## src/rtl/cpu_program_loader.sv

```systemverilog
// Byte-stream loader for the single-cycle CPU: framed load packets -> instruction/data
// memory writes, plus RUN/HALT control of the CPU reset. Optional trailer: LOADER_CHECKSUM_EN.
module cpu_program_loader #(
   parameter int unsigned ADDR_W = 10
) (
   input  logic              clk,
   input  logic              rst,
   input  logic              in_valid,
   input  logic [7:0]        in_data,
   output logic              in_ready,
   output logic              cpu_rst,
   output logic [ADDR_W-1:0] address,
   output logic [31:0]       inst_data,
   output logic              write_instruction,
   output logic              write_data,
   output logic              busy,
   output logic              err
);

   typedef enum logic [2:0] {
      S_CMD,
      S_HDR,
      S_WORD,
      S_WRITE,
`ifdef LOADER_CHECKSUM_EN
      S_CSUM,
`endif
      S_RUN
   } state_t;

   state_t              r_state;
   state_t              w_next;
   state_t              w_end_state;
   logic [1:0]          r_byte_cnt;
   logic                r_region;
   logic [15:0]         r_remaining;
   logic [ADDR_W-1:0]   r_addr;
   logic [31:0]         r_word;
   logic                r_cpu_rst;
   logic                r_err;
   logic                w_ready;
   logic                w_xfer;
   logic                w_last_byte;
   logic                w_run_ok;

`ifdef LOADER_CHECKSUM_EN
   logic [7:0]          r_csum;
   logic                r_lock;

   assign w_end_state = S_CSUM;
   assign w_run_ok    = !r_lock;
`else
   assign w_end_state = S_CMD;
   assign w_run_ok    = 1'b1;
`endif

   assign w_ready     = !rst && (r_state != S_WRITE);
   assign w_xfer      = in_valid && w_ready;
   assign w_last_byte = (r_byte_cnt == 2'd3);

   assign in_ready  = w_ready;
   assign cpu_rst   = r_cpu_rst;
   assign address   = r_addr;
   assign inst_data = r_word;
   assign err       = r_err;

   always_ff @(posedge clk) begin
      if (rst) r_state <= S_CMD;
      else     r_state <= w_next;
   end

   always_comb begin
      w_next            = r_state;
      busy              = 1'b0;
      write_instruction = 1'b0;
      write_data        = 1'b0;
      if (!rst) begin
         busy              = (r_state != S_CMD) && (r_state != S_RUN);
         write_instruction = (r_state == S_WRITE) && !r_region;
         write_data        = (r_state == S_WRITE) &&  r_region;
      end
      case (r_state)
         S_CMD: begin
            if (w_xfer) begin
               if (in_data == 8'h01 || in_data == 8'h02)  w_next = S_HDR;
               else if (in_data == 8'h03 && w_run_ok)     w_next = S_RUN;
            end
         end
         S_HDR: begin
            // count is {byte2, byte3}; byte2 already sits in r_remaining[7:0]
            if (w_xfer && w_last_byte)
               w_next = ({r_remaining[7:0], in_data} == 16'd0) ? w_end_state : S_WORD;
         end
         S_WORD: begin
            if (w_xfer && w_last_byte) w_next = S_WRITE;
         end
         S_WRITE: begin
            w_next = (r_remaining == 16'd1) ? w_end_state : S_WORD;
         end
`ifdef LOADER_CHECKSUM_EN
         S_CSUM: begin
            if (w_xfer) w_next = S_CMD;
         end
`endif
         S_RUN: begin
            if (w_xfer && in_data == 8'h04) w_next = S_CMD;
         end
         default: w_next = S_CMD;
      endcase
   end

   always_ff @(posedge clk) begin
      if (rst) begin
         r_byte_cnt  <= '0;
         r_region    <= 1'b0;
         r_remaining <= '0;
         r_addr      <= '0;
         r_word      <= '0;
         r_cpu_rst   <= 1'b1;
         r_err       <= 1'b0;
`ifdef LOADER_CHECKSUM_EN
         r_csum      <= '0;
         r_lock      <= 1'b0;
`endif
      end else begin
         case (r_state)
            S_CMD: begin
               if (w_xfer) begin
                  r_byte_cnt <= '0;
                  case (in_data)
                     8'h01, 8'h02: begin
                        r_region <= in_data[1];
`ifdef LOADER_CHECKSUM_EN
                        r_csum   <= '0;
`endif
                     end
                     8'h03:   if (w_run_ok) r_cpu_rst <= 1'b0;
                     8'h04:   ;
                     default: r_err <= 1'b1;
                  endcase
               end
            end
            S_HDR: begin
               if (w_xfer) begin
                  r_byte_cnt <= r_byte_cnt + 2'd1;
`ifdef LOADER_CHECKSUM_EN
                  r_csum     <= r_csum ^ in_data;
`endif
                  // address bytes shift straight into the address register, keeping the low ADDR_W bits
                  if (!r_byte_cnt[1]) r_addr      <= ADDR_W'({r_addr, in_data});
                  else                r_remaining <= {r_remaining[7:0], in_data};
               end
            end
            S_WORD: begin
               if (w_xfer) begin
                  r_byte_cnt <= r_byte_cnt + 2'd1;
                  r_word     <= {r_word[23:0], in_data};
`ifdef LOADER_CHECKSUM_EN
                  r_csum     <= r_csum ^ in_data;
`endif
               end
            end
            S_WRITE: begin
               r_addr      <= r_addr + ADDR_W'(1);
               r_remaining <= r_remaining - 16'd1;
            end
`ifdef LOADER_CHECKSUM_EN
            S_CSUM: begin
               if (w_xfer && in_data != r_csum) begin
                  r_err  <= 1'b1;
                  r_lock <= 1'b1;
               end
            end
`endif
            S_RUN: begin
               if (w_xfer && in_data == 8'h04) r_cpu_rst <= 1'b1;
            end
            default: ;
         endcase
      end
   end

endmodule
```

## config.mk

```make
export PLATFORM = sky130hd
export DESIGN_NAME = cpu_program_loader
export DESIGN_NICKNAME = d
export VERILOG_FILES = /design/src/rtl/cpu_program_loader.sv
export SDC_FILE = /design/constraint.sdc
export NUM_CORES = 1
export LEC_CHECK = 0
export ABC_AREA = 1
export BUFFER_PORTS_ARGS = -buffer_cell sky130_fd_sc_hd__buf_4
export CORE_ASPECT_RATIO = 0.5
export CORE_UTILIZATION = 40
export DETAILED_ROUTE_END_ITERATION = 8
export HOLD_SLACK_MARGIN = 0.08
export SLEW_MARGIN = 30
export SYNTH_ARGS = -nofsm -noshare
export SYNTH_HDL_FRONTEND = slang
export SYNTH_SLANG_ARGS = --single-unit
export TNS_END_PERCENT = 5
```

## constraint.sdc

```tcl
create_clock -name clk -period 2.8 [get_ports clk]
set_clock_uncertainty 0.2 [all_clocks]
set_input_delay 0.14 -clock clk [delete_from_list [all_inputs] [get_ports clk]]
set_output_delay 0.14 -clock clk [all_outputs]
set_load 0.1 [all_outputs]
```

After elaboration in Yosys (flattened, before gate mapping)

Index checks and enable logic that the tools add are counted.

Equality and inequality tests: 22
Bitwise gates (word level): 1
Add/subtract/negate cells: 3
Mux-type cells: 25
Reduce and logical (&&, ||, !) cells: 27

Operator list:

| kind                  | number |
|---|---|
| $mux 16               | 2 |
| $pmux 16 s2           | 1 |
| $mux 10               | 2 |
| $pmux 10 s2           | 1 |
| $mux 3                | 6 |
| $eq 16x1->1 const B   | 1 |
| $eq 8x2->1 const B    | 2 |
| $logic_not 16->1      | 1 |
| $ne 2x2->1 const B    | 8 |
| $sub 16x1->16 const B | 1 |
| $pmux 3 s5            | 1 |
| $reduce_and 3->1      | 5 |
| $add 10x1->10 const B | 1 |
| $eq 8x1->1 const B    | 1 |
| $eq 8x3->1 const B    | 1 |
| $mux 2                | 4 |
| $logic_and 1x1->1     | 7 |
| $eq 3x2->1 const B    | 2 |
| $mux 1                | 6 |
| $ne 3x3->1 const B    | 2 |
| $reduce_bool 2->1     | 3 |
| $reduce_and 5->1      | 1 |
| $pmux 2 s2            | 1 |
| $reduce_and 4->1      | 1 |
| other kinds (15)      | 17 |

Output and inout bits: 48
Bits in registers: 66
Logic and storage cells: 86
Input port bits: 11

Logic depth before layout (Yosys ltp)

Depth after elaboration: 6
Mapped depth: 11
Mapped depth without buffers: 11

Least setup slack after synthesis

OpenSTA, ideal clock, no wires.

Path type: register to register
Start point: register r_state[1]
End point: register r_state[1]
Setup slack: 34 ps
Period minus slack after synthesis: 2766 ps
Setup time: 113 ps
Arrival time: 2453 ps
Cell stages (with the launch flop): 10
Buffers on the path: 1
Required time: 2487 ps
Path through: dfxtp_1 buf_2 nand2_1 nor2_4 nor2_1 nand3_1 nand2_1 nand3_2 nor2_1 nor2_1

Longest elaborated chain between the ends: 6
Elaborated cells on any way between the ends: 17
Classes of those cells: eq/ne (10); mux (1); reduce/logical (6)

Ends and longest elaborated chain:

| what                                        | RTL line    | source |
|---|---|---|
| from (decl)                                 | 31          | `state_t r_state;` |
| from (signal assigned)                      | 69          | `else r_state <= w_next;` |
| $ne 3x2->1 *                                | 57          | `assign w_ready = !rst && (r_state != S_WRITE);` |
| $logic_and 1x1->1 *                         | 57          |  |
| named net in_ready                          | 10          | `output logic in_ready,` |
| $logic_and 1x1->1 *                         | 58          | `assign w_xfer = in_valid && w_ready;` |
| $logic_and 1x1->1, on equally long branches | 106, 91, 95 |  |
| $ne 2x2->1 (no line)                        | n/a         |  |
| $reduce_and 5->1 (no line) *                | n/a         |  |

The timed path passes the listed nets; every way through them passes the cells marked *.
A chain may end at the register's enable or synchronous reset.

Worst setup path after layout

Start point: register r_state[1]
End point: register r_addr[0], in the netlist address[0]

Longest elaborated chain between the ends: 5
Elaborated cells on any way between the ends: 10
Classes of those cells: eq/ne (5); mux (1); reduce/logical (4)

Ends and longest elaborated chain:

| what                       | RTL line | source |
|---|---|---|
| $ne 3x2->1                 | 57       |  |
| $logic_and 1x1->1          | 57       |  |
| $logic_and 1x1->1          | 58       |  |
| $ne 2x2->1 (no line)       | n/a      |  |
| $reduce_and 3->1 (no line) | n/a      |  |
| to (signal assigned)       | 150      | `if (!r_byte_cnt[1]) r_addr <= ADDR_W'({r_addr, in_data});` |
| to (signal assigned)       | 164      | `r_addr <= r_addr + ADDR_W'(1);` |
| to (decl)                  | 37       | `logic [ADDR_W-1:0] r_addr;` |

Parallel ways exist; a longest one is shown, timed or not.

==> impl_metrics.env <==
export IMPL_status="completed"
export IMPL_busiest_layer="met2"
export IMPL_worstSetupStartpoint="r_state[1]"
export IMPL_yosysWarnings=0
export IMPL_syn2layout_area_growth_pct=26.9
export IMPL_rrSetupSlack_ns=0.31
export IMPL_synth_seq_cells=66
export IMPL_cpMostUsedCell="nor2_4"
export IMPL_hold_end="r_byte_cnt[1]"
export IMPL_end_kind="flip-flop"
export IMPL_min_path_type="primary input to flip-flop"
export IMPL_yosys_area_share_simple_pct=33.1
export IMPL_hold_viol=0
export IMPL_ios=59
export IMPL_synth_area_um2=3430
export IMPL_synth_nets=539
export IMPL_antenna_found_initial=0
export IMPL_met1_usage_pct=28.7
export IMPL_grt_pass1_wl_um=15300
export IMPL_clock_latency_ns=0.33
export IMPL_ant_nets=0
export IMPL_core_area_um2=8140
export IMPL_via_per_inst=4.95
export IMPL_synth_compound_area_share_pct=17.0
export IMPL_slew_violations=0
export IMPL_timing_rr_end="address[0]"
export IMPL_fin_cells=702
export IMPL_arrival_ns=2.51
export IMPL_fin_nets=600
export IMPL_synthAdderAreaFrac_pct=1.46
export IMPL_synth_xor_area_share_pct=0.766
export IMPL_grt_use_total_pct=22.2
export IMPL_required_ns=2.82
export IMPL_grt_ovfl_total=0
export IMPL_max_stage_delay_ns=0.57
export IMPL_drive_gt1_share_pct=15.8
export IMPL_min_period_ns=2.49
export IMPL_irDropWorstVdd_mv=0.380
export IMPL_gr_usage_met2_pct=35.3
export IMPL_cts_num_sinks=66
export IMPL_seq_area_frac_synth_pct=38.5
export IMPL_hpwlAfterDp_um=6280
export IMPL_crit_family="buffers and inverters"
export IMPL_cts_inserted_buffers=9
export IMPL_tightest_slew_ns=0.752
export IMPL_placedCellCount=676
export IMPL_num_vias=3478
export IMPL_crit_type="flip-flop to flip-flop"
export IMPL_gp_routability_congestion=0.853
export IMPL_ctsResizeCount=0
export IMPL_rsz0062_at_grt="no"
export IMPL_power_density_nw_per_um2=739
export IMPL_timing_rr_start="r_state[1]"
export IMPL_cap_violations=0
export IMPL_portBuffers=58
export IMPL_drt_iter0_markers=249
export IMPL_path_cells="nand2_1 > nor2_4 > buf_4 > nor2_4 > o21ai_0 > a21oi_1 > dlygate4sd3_1"
export IMPL_die_h_um=67.5
export IMPL_drt_first_pass_iters=4
export IMPL_die_w_um=133
export IMPL_fin_tns_setup_ns=0
export IMPL_routed_wl_um=9340
export IMPL_cts_buffer_depth=2
export IMPL_synth_top_family_by_area="simple AND/OR/NAND/NOR gates"
export IMPL_cts_root_buf="clkbuf_16"
export IMPL_path_buf_inv=2
export IMPL_hold_path_startpoint="in_valid"
export IMPL_setup_viol=0
export IMPL_fill_cells=845
export IMPL_start_util_pct=42.1
export IMPL_cpMaxStageDelayCell="dlygate4sd3_1"
export IMPL_cp_start_kind="flip-flop"
export IMPL_p_leak_nw=2.07
export IMPL_hold_path_depth=5
export IMPL_avgSynthCellArea_um2=6.55
export IMPL_dieArea_um2=8980
export IMPL_antenna_cells=0
export IMPL_min_period_over_period_pct=89.0
export IMPL_avgRoutedWirePerCell_um=13.3
export IMPL_cts_tree="done"
export IMPL_drc=0
export IMPL_rr_worst_depth=7
export IMPL_muxShareOfSynthArea_pct=0
export IMPL_grt_pass1_vias=3154
export IMPL_grt_util_met3_pct=7.73
export IMPL_synth_cell_type_count=30
export IMPL_rows=23
export IMPL_synthCells=524
export IMPL_clkTransAtPathRegs_ns=0.06
export IMPL_clock_fmax_mhz=401
export IMPL_cp_max_fo=14
export IMPL_maxSlewHeadroom_pct=49.8
export IMPL_grt_start_max_net_pins=47
export IMPL_cts_max_level=3
==> layer usage <==
metal | vias to the layer above | part of all wire [%]
met5 | - | 0
met3 | 9 | 6.6
met1 | 1571 | 50
met2 | 93 | 42
li1 | 1805 | -
met4 | 0 | 0.85
==> layout by cell type (no fill, tap or decap) <==
| master | instances |
|---|---|
| clkbuf_1 | 2 |
| buf_4 | 62 |
| dfxtp_1 | 66 |
| nand3_4 | 2 |
| o21bai_1 | 1 |
| nand3_1 | 32 |
| nand2_1 | 106 |
| ha_1 | 4 |
| o21ai_1 | 2 |
| o211ai_1 | 2 |
| nand3b_1 | 3 |
| dlygate4sd3_1 | 10 |
| clkinvlp_4 | 1 |
| o22ai_1 | 1 |
| nor2_1 | 108 |
| xnor2_1 | 1 |
| a211oi_1 | 1 |
| xor2_1 | 2 |
| inv_2 | 3 |
| clkinv_2 | 1 |
| a21oi_1 | 39 |
| nand3_2 | 1 |
| nor2_4 | 4 |
| a21oi_2 | 4 |
| inv_1 | 49 |
| nand2_2 | 3 |
| o21ai_0 | 55 |
| a31oi_1 | 4 |
| bufinv_16 | 3 |
| o21a_1 | 1 |
| nor3_1 | 6 |
| clkbuf_16 | 9 |
| nand4_1 | 2 |
==> repair_timing <==
action | CTS | global route
hold endpoints to repair | 31 | 0
setup buffers | 0 | 0
hold buffers | 10 | 0
==> through the flow <==
stage | hold slack [ns] | setup WS (ns) | cell area, um2 | power [mW] | utilization [%]
6_report | 0.127 | 0.308 | 4360 | 3.22 | 53.5
3_3_place_gp | 0.230 | 0.851 | 3920 | 1.92 | 48.1
4_1_cts | 0.117 | 0.317 | 4360 | 3.24 | 53.5
5_1_grt | 0.158 | 0.170 | 4360 | 3.36 | 53.5
2_1_floorplan | 0.0873 | 0.0341 | 3430 | 1.75 | -
3_5_place_dp | 0.247 | 0.843 | 3920 | 1.92 | 48.1
==> registers in the layout, summed over array words and instances (netlist names) <==
name / flops
address: 10
cpu_rst: 1
err: 1
inst_data: 32
r_byte_cnt: 2
r_region: 1
r_remaining: 16
r_state: 3
==> layout make-up <==
type	instances	area [um2]	area share, %
multi-input cells	384	1800	41.3
flip-flops and latches	66	1320	30.3
repair buffers	72	566	13.0
clock buffers	11	233	5.34
inverters	52	195	4.48
well taps	112	140	3.22
clock inverters	5	103	2.36
==> Yosys cell counts <==
library cell / instances / share of area [%]
nand2_1: 106 / 12
a21oi_1: 39 / 5.7
nand3_4: 2 / 1.0
o21ai_0: 55 / 8.0
nor2_1: 108 / 12
o22ai_1: 1 / 0.18
a21oi_2: 4 / 1.0
clkbuf_1: 8 / 0.87
nor3_1: 6 / 0.87
a211oi_1: 1 / 0.22
inv_2: 3 / 0.33
a31oi_1: 4 / 0.73
o21ai_1: 2 / 0.29
o21bai_1: 1 / 0.22
nand2_2: 3 / 0.55
inv_1: 49 / 5.4
nand4_1: 2 / 0.36
o211ai_1: 2 / 0.44
dfxtp_1: 66 / 38
xnor2_1: 1 / 0.26
buf_4: 2 / 0.44
nand3_1: 32 / 4.7
o21a_1: 1 / 0.22
nor2_4: 4 / 1.3
ha_1: 4 / 1.5
nand3_2: 1 / 0.29
buf_2: 10 / 1.5
xor2_1: 2 / 0.51
buf_6: 2 / 0.66
nand3b_1: 3 / 0.66
==> tightest hold or removal path, stage by stage <==
cell and delay (ns):
buf_4 0.12, nand3_4 0.15, a21oi_1 0.09, nand2_1 0.06, a21oi_1 0.05
==> logic make-up after synthesis <==
family / Yosys count
buffers and inverters: 74
flip-flops: 66
AO/OA/AOI/OAI: 110
adder cells (fa/ha/maj): 4
AND/OR/NAND/NOR: 267
XOR/XNOR: 3
==> worst max-delay path by stage <==
stage / end / slack, ns / depth (start not counted)
6_report: address[0] / 0.31 / 7
5_1_grt: address[0] / 0.17 / 7
4_1_cts: address[0] / 0.32 / 7
3_5_place_dp: r_remaining[5] / 0.84 / 9
3_3_place_gp: r_remaining[6] / 0.85 / 9
2_1_floorplan: r_state[1] / 0.03 / 9
==> report_power, final <==
part | internal, mW | switching, mW
logic | 0.196 | 0.652
registers | 1.00 | 0.0674
clock network | 0.869 | 0.432
total | 2.07 | 1.15
Note: power is estimated with default switching activity, not from simulation.
